===== config.mk =====
export PLATFORM = sky130hd
export DESIGN_NAME = z80_mem_store_seq_flat
export DESIGN_NICKNAME = d
export VERILOG_FILES = /design/src/rtl/z80_mem_store_seq_if.sv /design/src/rtl/z80_mem_store_seq.sv /design/src/flat_wrapper.sv
export SDC_FILE = /design/constraint.sdc
export NUM_CORES = 1
export LEC_CHECK = 0
export ABC_AREA = 0
export BUFFER_PORTS_ARGS = -buffer_cell sky130_fd_sc_hd__buf_2
export CAP_MARGIN = 20
export CORE_ASPECT_RATIO = 0.5
export CORE_MARGIN = 3
export CORE_UTILIZATION = 60
export CTS_BUF_LIST = sky130_fd_sc_hd__clkbuf_16
export DETAILED_ROUTE_END_ITERATION = 6
export GPL_ROUTABILITY_DRIVEN = 1
export PLACE_DENSITY = 0.85
export SETUP_SLACK_MARGIN = 0.02
export SLEW_MARGIN = 20
export SYNTH_ARGS = -nofsm -noshare
export SYNTH_HDL_FRONTEND = slang
export SYNTH_SLANG_ARGS = --single-unit

===== constraint.sdc =====
create_clock -name clk -period 6.48 [get_ports clk]
set_input_delay 0.648 -clock clk [delete_from_list [all_inputs] [get_ports clk]]
set_output_delay 0.648 -clock clk [all_outputs]
set_load 0.005 [all_outputs]

===== src/rtl/z80_mem_store_seq_if.sv =====
// Byte-wide memory write port between the store sequencer and the memory bus.
interface z80_mem_store_seq_if #(
    parameter int ADDR_W = 16
);
    logic [ADDR_W-1:0] mem_addr;
    logic [7:0]        mem_wdata;
    logic              mem_wr;
    logic              mem_wait;

    modport master (
        output mem_addr,
        output mem_wdata,
        output mem_wr,
        input  mem_wait
    );

    modport slave (
        input  mem_addr,
        input  mem_wdata,
        input  mem_wr,
        output mem_wait
    );
endinterface


===== src/rtl/z80_mem_store_seq.sv =====
// Multi-byte store sequencer: writes a 1..MAX_BYTES register value one byte per
// bus cycle (ADDR then STROBE), little-endian by default, honouring bus WAIT.
module z80_mem_store_seq #(
    parameter int MAX_BYTES = 4,
    parameter int ADDR_W    = 16,
    parameter int CNT_W     = 3
) (
    input  logic                   clk,
    input  logic                   reset,
    input  logic                   start,
    input  logic [CNT_W-1:0]       nbytes,
    input  logic [ADDR_W-1:0]      addr,
    input  logic [8*MAX_BYTES-1:0] data,
    input  logic                   big_endian,
    z80_mem_store_seq_if.master    mem,
    output logic                   busy,
    output logic                   done,
    output logic [CNT_W-1:0]       byte_idx
);

    typedef enum logic [1:0] {
        IDLE,
        ADDR,
        STROBE,
        DONE
    } state_t;

    state_t                 state;
    state_t                 state_nx;
    logic [ADDR_W-1:0]      addr_q;
    logic [8*MAX_BYTES-1:0] data_q;
    logic                   be_q;
    logic [CNT_W-1:0]       n_q;
    logic [CNT_W-1:0]       n_in;
    logic [CNT_W-1:0]       idx_nx;
    logic                   more;
    logic                   capture;
    logic                   advance;

    // Byte lane for position idx of an n-byte value, in either byte order.
    function automatic logic [7:0] pick(
        input logic [8*MAX_BYTES-1:0] d,
        input logic                   be,
        input logic [CNT_W-1:0]       n,
        input logic [CNT_W-1:0]       idx
    );
        logic [CNT_W-1:0] k;
        logic [7:0]       r;
        k = be ? (n - idx - CNT_W'(1)) : idx;
        r = '0;
        for (int unsigned i = 0; i < MAX_BYTES; i++) begin
            if (k == CNT_W'(i)) begin
                r = d[8*i +: 8];
            end
        end
        return r;
    endfunction

    // Clamp the requested count and derive the capture/advance conditions.
    always_comb begin
        n_in    = (nbytes > CNT_W'(MAX_BYTES)) ? CNT_W'(MAX_BYTES) : nbytes;
        idx_nx  = byte_idx + CNT_W'(1);
        more    = (idx_nx < n_q);
        capture = (state == IDLE) && start;
        advance = (state == STROBE) && !mem.mem_wait && more;
    end

    // State register.
    always_ff @(posedge clk or posedge reset) begin
        if (reset) begin
            state <= IDLE;
        end else begin
            state <= state_nx;
        end
    end

    // Next-state and state-decoded outputs.
    always_comb begin
        state_nx   = state;
        mem.mem_wr = 1'b0;
        busy       = 1'b0;
        done       = 1'b0;
        unique case (state)
            IDLE: begin
                if (start) begin
                    state_nx = (n_in != '0) ? ADDR : DONE;
                end
            end
            ADDR: begin
                busy     = 1'b1;
                state_nx = STROBE;
            end
            STROBE: begin
                busy       = 1'b1;
                mem.mem_wr = 1'b1;
                if (!mem.mem_wait) begin
                    state_nx = more ? ADDR : DONE;
                end
            end
            DONE: begin
                done     = 1'b1;
                state_nx = IDLE;
            end
            default: state_nx = IDLE;
        endcase
    end

    // Request capture and per-byte bus address/data; the bus registers are loaded
    // on the edge entering ADDR so they are already valid for that byte and stay
    // held through STROBE, DONE and IDLE.
    always_ff @(posedge clk or posedge reset) begin
        if (reset) begin
            addr_q        <= '0;
            data_q        <= '0;
            be_q          <= 1'b0;
            n_q           <= '0;
            byte_idx      <= '0;
            mem.mem_addr  <= '0;
            mem.mem_wdata <= '0;
        end else if (capture) begin
            addr_q   <= addr;
            data_q   <= data;
            be_q     <= big_endian;
            n_q      <= n_in;
            byte_idx <= '0;
            if (n_in != '0) begin
                mem.mem_addr  <= addr;
                mem.mem_wdata <= pick(data, big_endian, n_in, '0);
            end
        end else if (advance) begin
            byte_idx      <= idx_nx;
            mem.mem_addr  <= addr_q + ADDR_W'(idx_nx);
            mem.mem_wdata <= pick(data_q, be_q, n_q, idx_nx);
        end
    end

endmodule


===== src/flat_wrapper.sv =====
// flat-port wrapper written by rule: the top's interface ports become plain ports
module z80_mem_store_seq_flat 
#(
    parameter int MAX_BYTES = 4,
    parameter int ADDR_W    = 16,
    parameter int CNT_W     = 3
)
  (clk, reset, start, nbytes, addr, data, big_endian, busy, done, byte_idx, mem_mem_addr, mem_mem_wdata, mem_mem_wr, mem_mem_wait);
  z80_mem_store_seq_if #(.ADDR_W(ADDR_W)) mem_i ();
  input  logic clk;
  input  logic reset;
  input  logic start;
  input  logic [CNT_W-1:0] nbytes;
  input  logic [ADDR_W-1:0] addr;
  input  logic [8*MAX_BYTES-1:0] data;
  input  logic big_endian;
  output logic busy;
  output logic done;
  output logic [CNT_W-1:0] byte_idx;
  output wire logic [$bits(mem_i.mem_addr)-1:0] mem_mem_addr;
  output wire logic [$bits(mem_i.mem_wdata)-1:0] mem_mem_wdata;
  output wire logic [$bits(mem_i.mem_wr)-1:0] mem_mem_wr;
  input wire logic [$bits(mem_i.mem_wait)-1:0] mem_mem_wait;
  assign mem_mem_addr = mem_i.mem_addr;
  assign mem_mem_wdata = mem_i.mem_wdata;
  assign mem_mem_wr = mem_i.mem_wr;
  assign mem_i.mem_wait = mem_mem_wait;
  z80_mem_store_seq #(.MAX_BYTES(MAX_BYTES), .ADDR_W(ADDR_W), .CNT_W(CNT_W)) u_core (.clk(clk), .reset(reset), .start(start), .nbytes(nbytes), .addr(addr), .data(data), .big_endian(big_endian), .mem(mem_i), .busy(busy), .done(done), .byte_idx(byte_idx));
endmodule

==> results.sh <==
export IMPL_place_hpwl_um=8128
export IMPL_htree_levels=3
export IMPL_r2r_cells=9
export IMPL_p_leak_nw=2.594
export IMPL_setup_viol_count_final=0
export IMPL_reg2reg_slack_ns=3.27
export IMPL_grt_pass1_wl_um=19400
export IMPL_num_antenna_cells=0
export IMPL_num_vias=4196
export IMPL_ys_ff_latch=81
export IMPL_mostFrequentLayoutCells="nand2_1, buf_2, dfrtp_1"
export IMPL_synth_top_family_by_area="simple AND/OR/NAND/NOR gates"
export IMPL_drc=0
export IMPL_r2r_start="u_core.byte_idx[0]"
export IMPL_synth_cells=545
export IMPL_async_flop_share_pct=100.0
export IMPL_syn_to_final_growth_pct=15.79
export IMPL_end_kind="flop"
export IMPL_start_util_pct=64.64
export IMPL_vdd_drop_max_uv=214.2
export IMPL_cts_root_buffer="clkbuf_16"
export IMPL_io_buffer_count=85
export IMPL_worst_slew_pin_slew_ns=0.7922
export IMPL_grt_ovfl_total=0
export IMPL_synth_edff_count=0
export IMPL_antenna_found_initial=0
export IMPL_die_w_um=128.7
export IMPL_status="finished clean"
export IMPL_core_area_um2=6989
export IMPL_critPathKind="reg -> reg"
export IMPL_final_common_cell="nand2_1"
export IMPL_cts_repair_resized=0
export IMPL_synth_area_um2=4518
export IMPL_netlist_cell_type_count=49
export IMPL_arrival_ns=3.46
export IMPL_min_period_ns=3.212
export IMPL_grt_start_max_net_pins=82
export IMPL_yosys_warnings=0
export IMPL_syn_nets=616
export IMPL_finalWeightedCongestion=0.9306
export IMPL_yosysSeqAreaShare_pct=44.86
export IMPL_startpoint="u_core.byte_idx[0]"
export IMPL_via_per_inst=5.893
export IMPL_p_per_area_nw_per_um2=494.1
export IMPL_dieArea_um2=8671
export IMPL_grt_pass1_vias=4004
export IMPL_slew_violations=0
export IMPL_num_nets_final=686
export IMPL_drtPass1Iterations=5
export IMPL_worstSetupStartpointType="flop"
export IMPL_synth_area_per_cell_um2=8.290
export IMPL_postCtsSetupBuffers=0
export IMPL_skew_ns=0.006330
export IMPL_cts_buffers=9
export IMPL_clk_path_buf_depth=2
export IMPL_finalHoldViolCount=0
export IMPL_wl_um=11870
export IMPL_endpoint="u_core.mem.mem_wdata[7]"
export IMPL_clk_latency_ns=0.34
export IMPL_slew_limit_headroom_pct=47.08
export IMPL_post_layout_total_power_mw=2.585
export IMPL_hold_buffers=0
export IMPL_synth_compound_area_share_pct=18.61
export IMPL_crit_required_ns=6.73
export IMPL_drive_gt1_share_pct=17.90
export IMPL_die_y_um=67.36
export IMPL_cts_tree="yes"
export IMPL_ant_nets=0
export IMPL_met2_usage_pct=45.10
export IMPL_synthAdderAreaFrac_pct=4.320
export IMPL_drt_iter0_drc=388
export IMPL_crit_fanout=13
export IMPL_grt_use_met3_pct=8.847
export IMPL_ys_flop_type="dfrtp_1"
export IMPL_hold_class="reg -> reg"
export IMPL_rsz0062_at_grt="no"
export IMPL_track_usage_pct=28.81
export IMPL_synth_mux_area_share_pct=2.077
export IMPL_synthXorXnorAreaFrac_pct=2.908
export IMPL_final_util_pct=74.85
export IMPL_use_met1_pct=38.84
export IMPL_finalCritPeriodShare_pct=49.57
export IMPL_tns_ns=0
export IMPL_clock_fmax_mhz=311.3
export IMPL_post_drt_wl_per_cell_um=16.67
export IMPL_cts_sinks=81
export IMPL_io_pins=86
export IMPL_busiest_layer="met2"
export IMPL_clk_pin_slew_ns=0.06
export IMPL_rr_endpoint="u_core.mem.mem_wdata[7]"
export IMPL_max_cap_violations=0
export IMPL_num_rows=21
export IMPL_synth_simple_area_share_pct=23.40
how the worst min path moves through the flow:
stage	slack (ns)	startpoint	to	depth (start not counted)
6_report	0.47	u_core.mem.mem_addr[5]	u_core.mem.mem_addr[5]	2
5_1_grt	0.49	u_core.data_q[5]	u_core.data_q[5]	2
4_1_cts	0.47	u_core.data_q[12]	u_core.data_q[12]	2
3_5_place_dp	0.46	u_core.data_q[3]	u_core.data_q[3]	2
3_3_place_gp	0.44	u_core.data_q[12]	u_core.data_q[12]	2
2_1_floorplan	0.43	u_core.data_q[12]	u_core.data_q[12]	2
where the power goes:
group | switching [mW] | internal (mW)
clock network | 0.196 | 0.251
registers | 0.184 | 0.742
logic | 0.711 | 0.501
total | 1.09 | 1.49
per-stage QoR:
step	instance area (µm²)	worst slack, ns	hold WS, ns	std cells
after global placement	4974	3.478	0.4420	696
after floorplan	4518	3.752	0.4310	545
after detailed placement	4974	3.344	0.4590	696
after CTS	5228	3.301	0.4693	712
final	5231	3.268	0.4693	712
after global routing	5231	3.041	0.4905	712
cell type report:
type	instances	area [µm²]
clock buffers	9	225.2
fillers	550	1758
clock inverters	7	28.78
well taps	92	115.1
repair buffers	89	459.2
flip-flops and latches	81	2027
inverters	14	53.80
multi-input cells	420	2322
worst max-delay path, cell delays in order (launching register included):
cell and delay [ns]:
dfrtp_1 0.55, ha_1 0.59, ha_1 0.32, ha_1 0.40
nand3b_1 0.20, o31ai_1 0.22, a221oi_1 0.19, a311oi_1 0.33
a221oi_1 0.14, nor3_1 0.20
routing by layer:
metal  wire length [µm]  vias to the layer above
met5                  0                        -
li1                   -                     2005
met1               5255                     1963
met4                229                        0
met2               5290                      198
met3               1092                       30
kinds of logic after synthesis:
logic type,count (synthesis)
and+or+nand+nor,247
AOI/OAI and AO/OA,134
buffers and inverters,44
DFF,81
xor gates and xnor gates,15
adders and majority gates,15
muxes,9
synth_stat cells, drive strengths merged, types with 7 or more instances:
cell	n	area share (%)
inv	14	1.2
nand2	168	14
nor2b	7	0.97
dfrtp	81	45
o21ai	55	6.1
nor2	29	2.4
ha	14	3.9
a31oi	8	1.4
a21oi	31	3.5
nand3	7	0.78
a221oi	9	1.7
nand2b	7	0.97
xor2	12	2.3
clkbuf	19	1.6
buf	11	1.1
sequential cells by signal, summed over array words and instances, names as in the netlist:
signal / count
u_core.data_q: 32
u_core.mem.mem_addr: 16
u_core.byte_idx: 3
u_core.n_q: 3
u_core.be_q: 1
u_core.state: 2
u_core.mem.mem_wdata: 8
u_core.addr_q: 16
No activity file was read; power rests on OpenSTA's default activity.
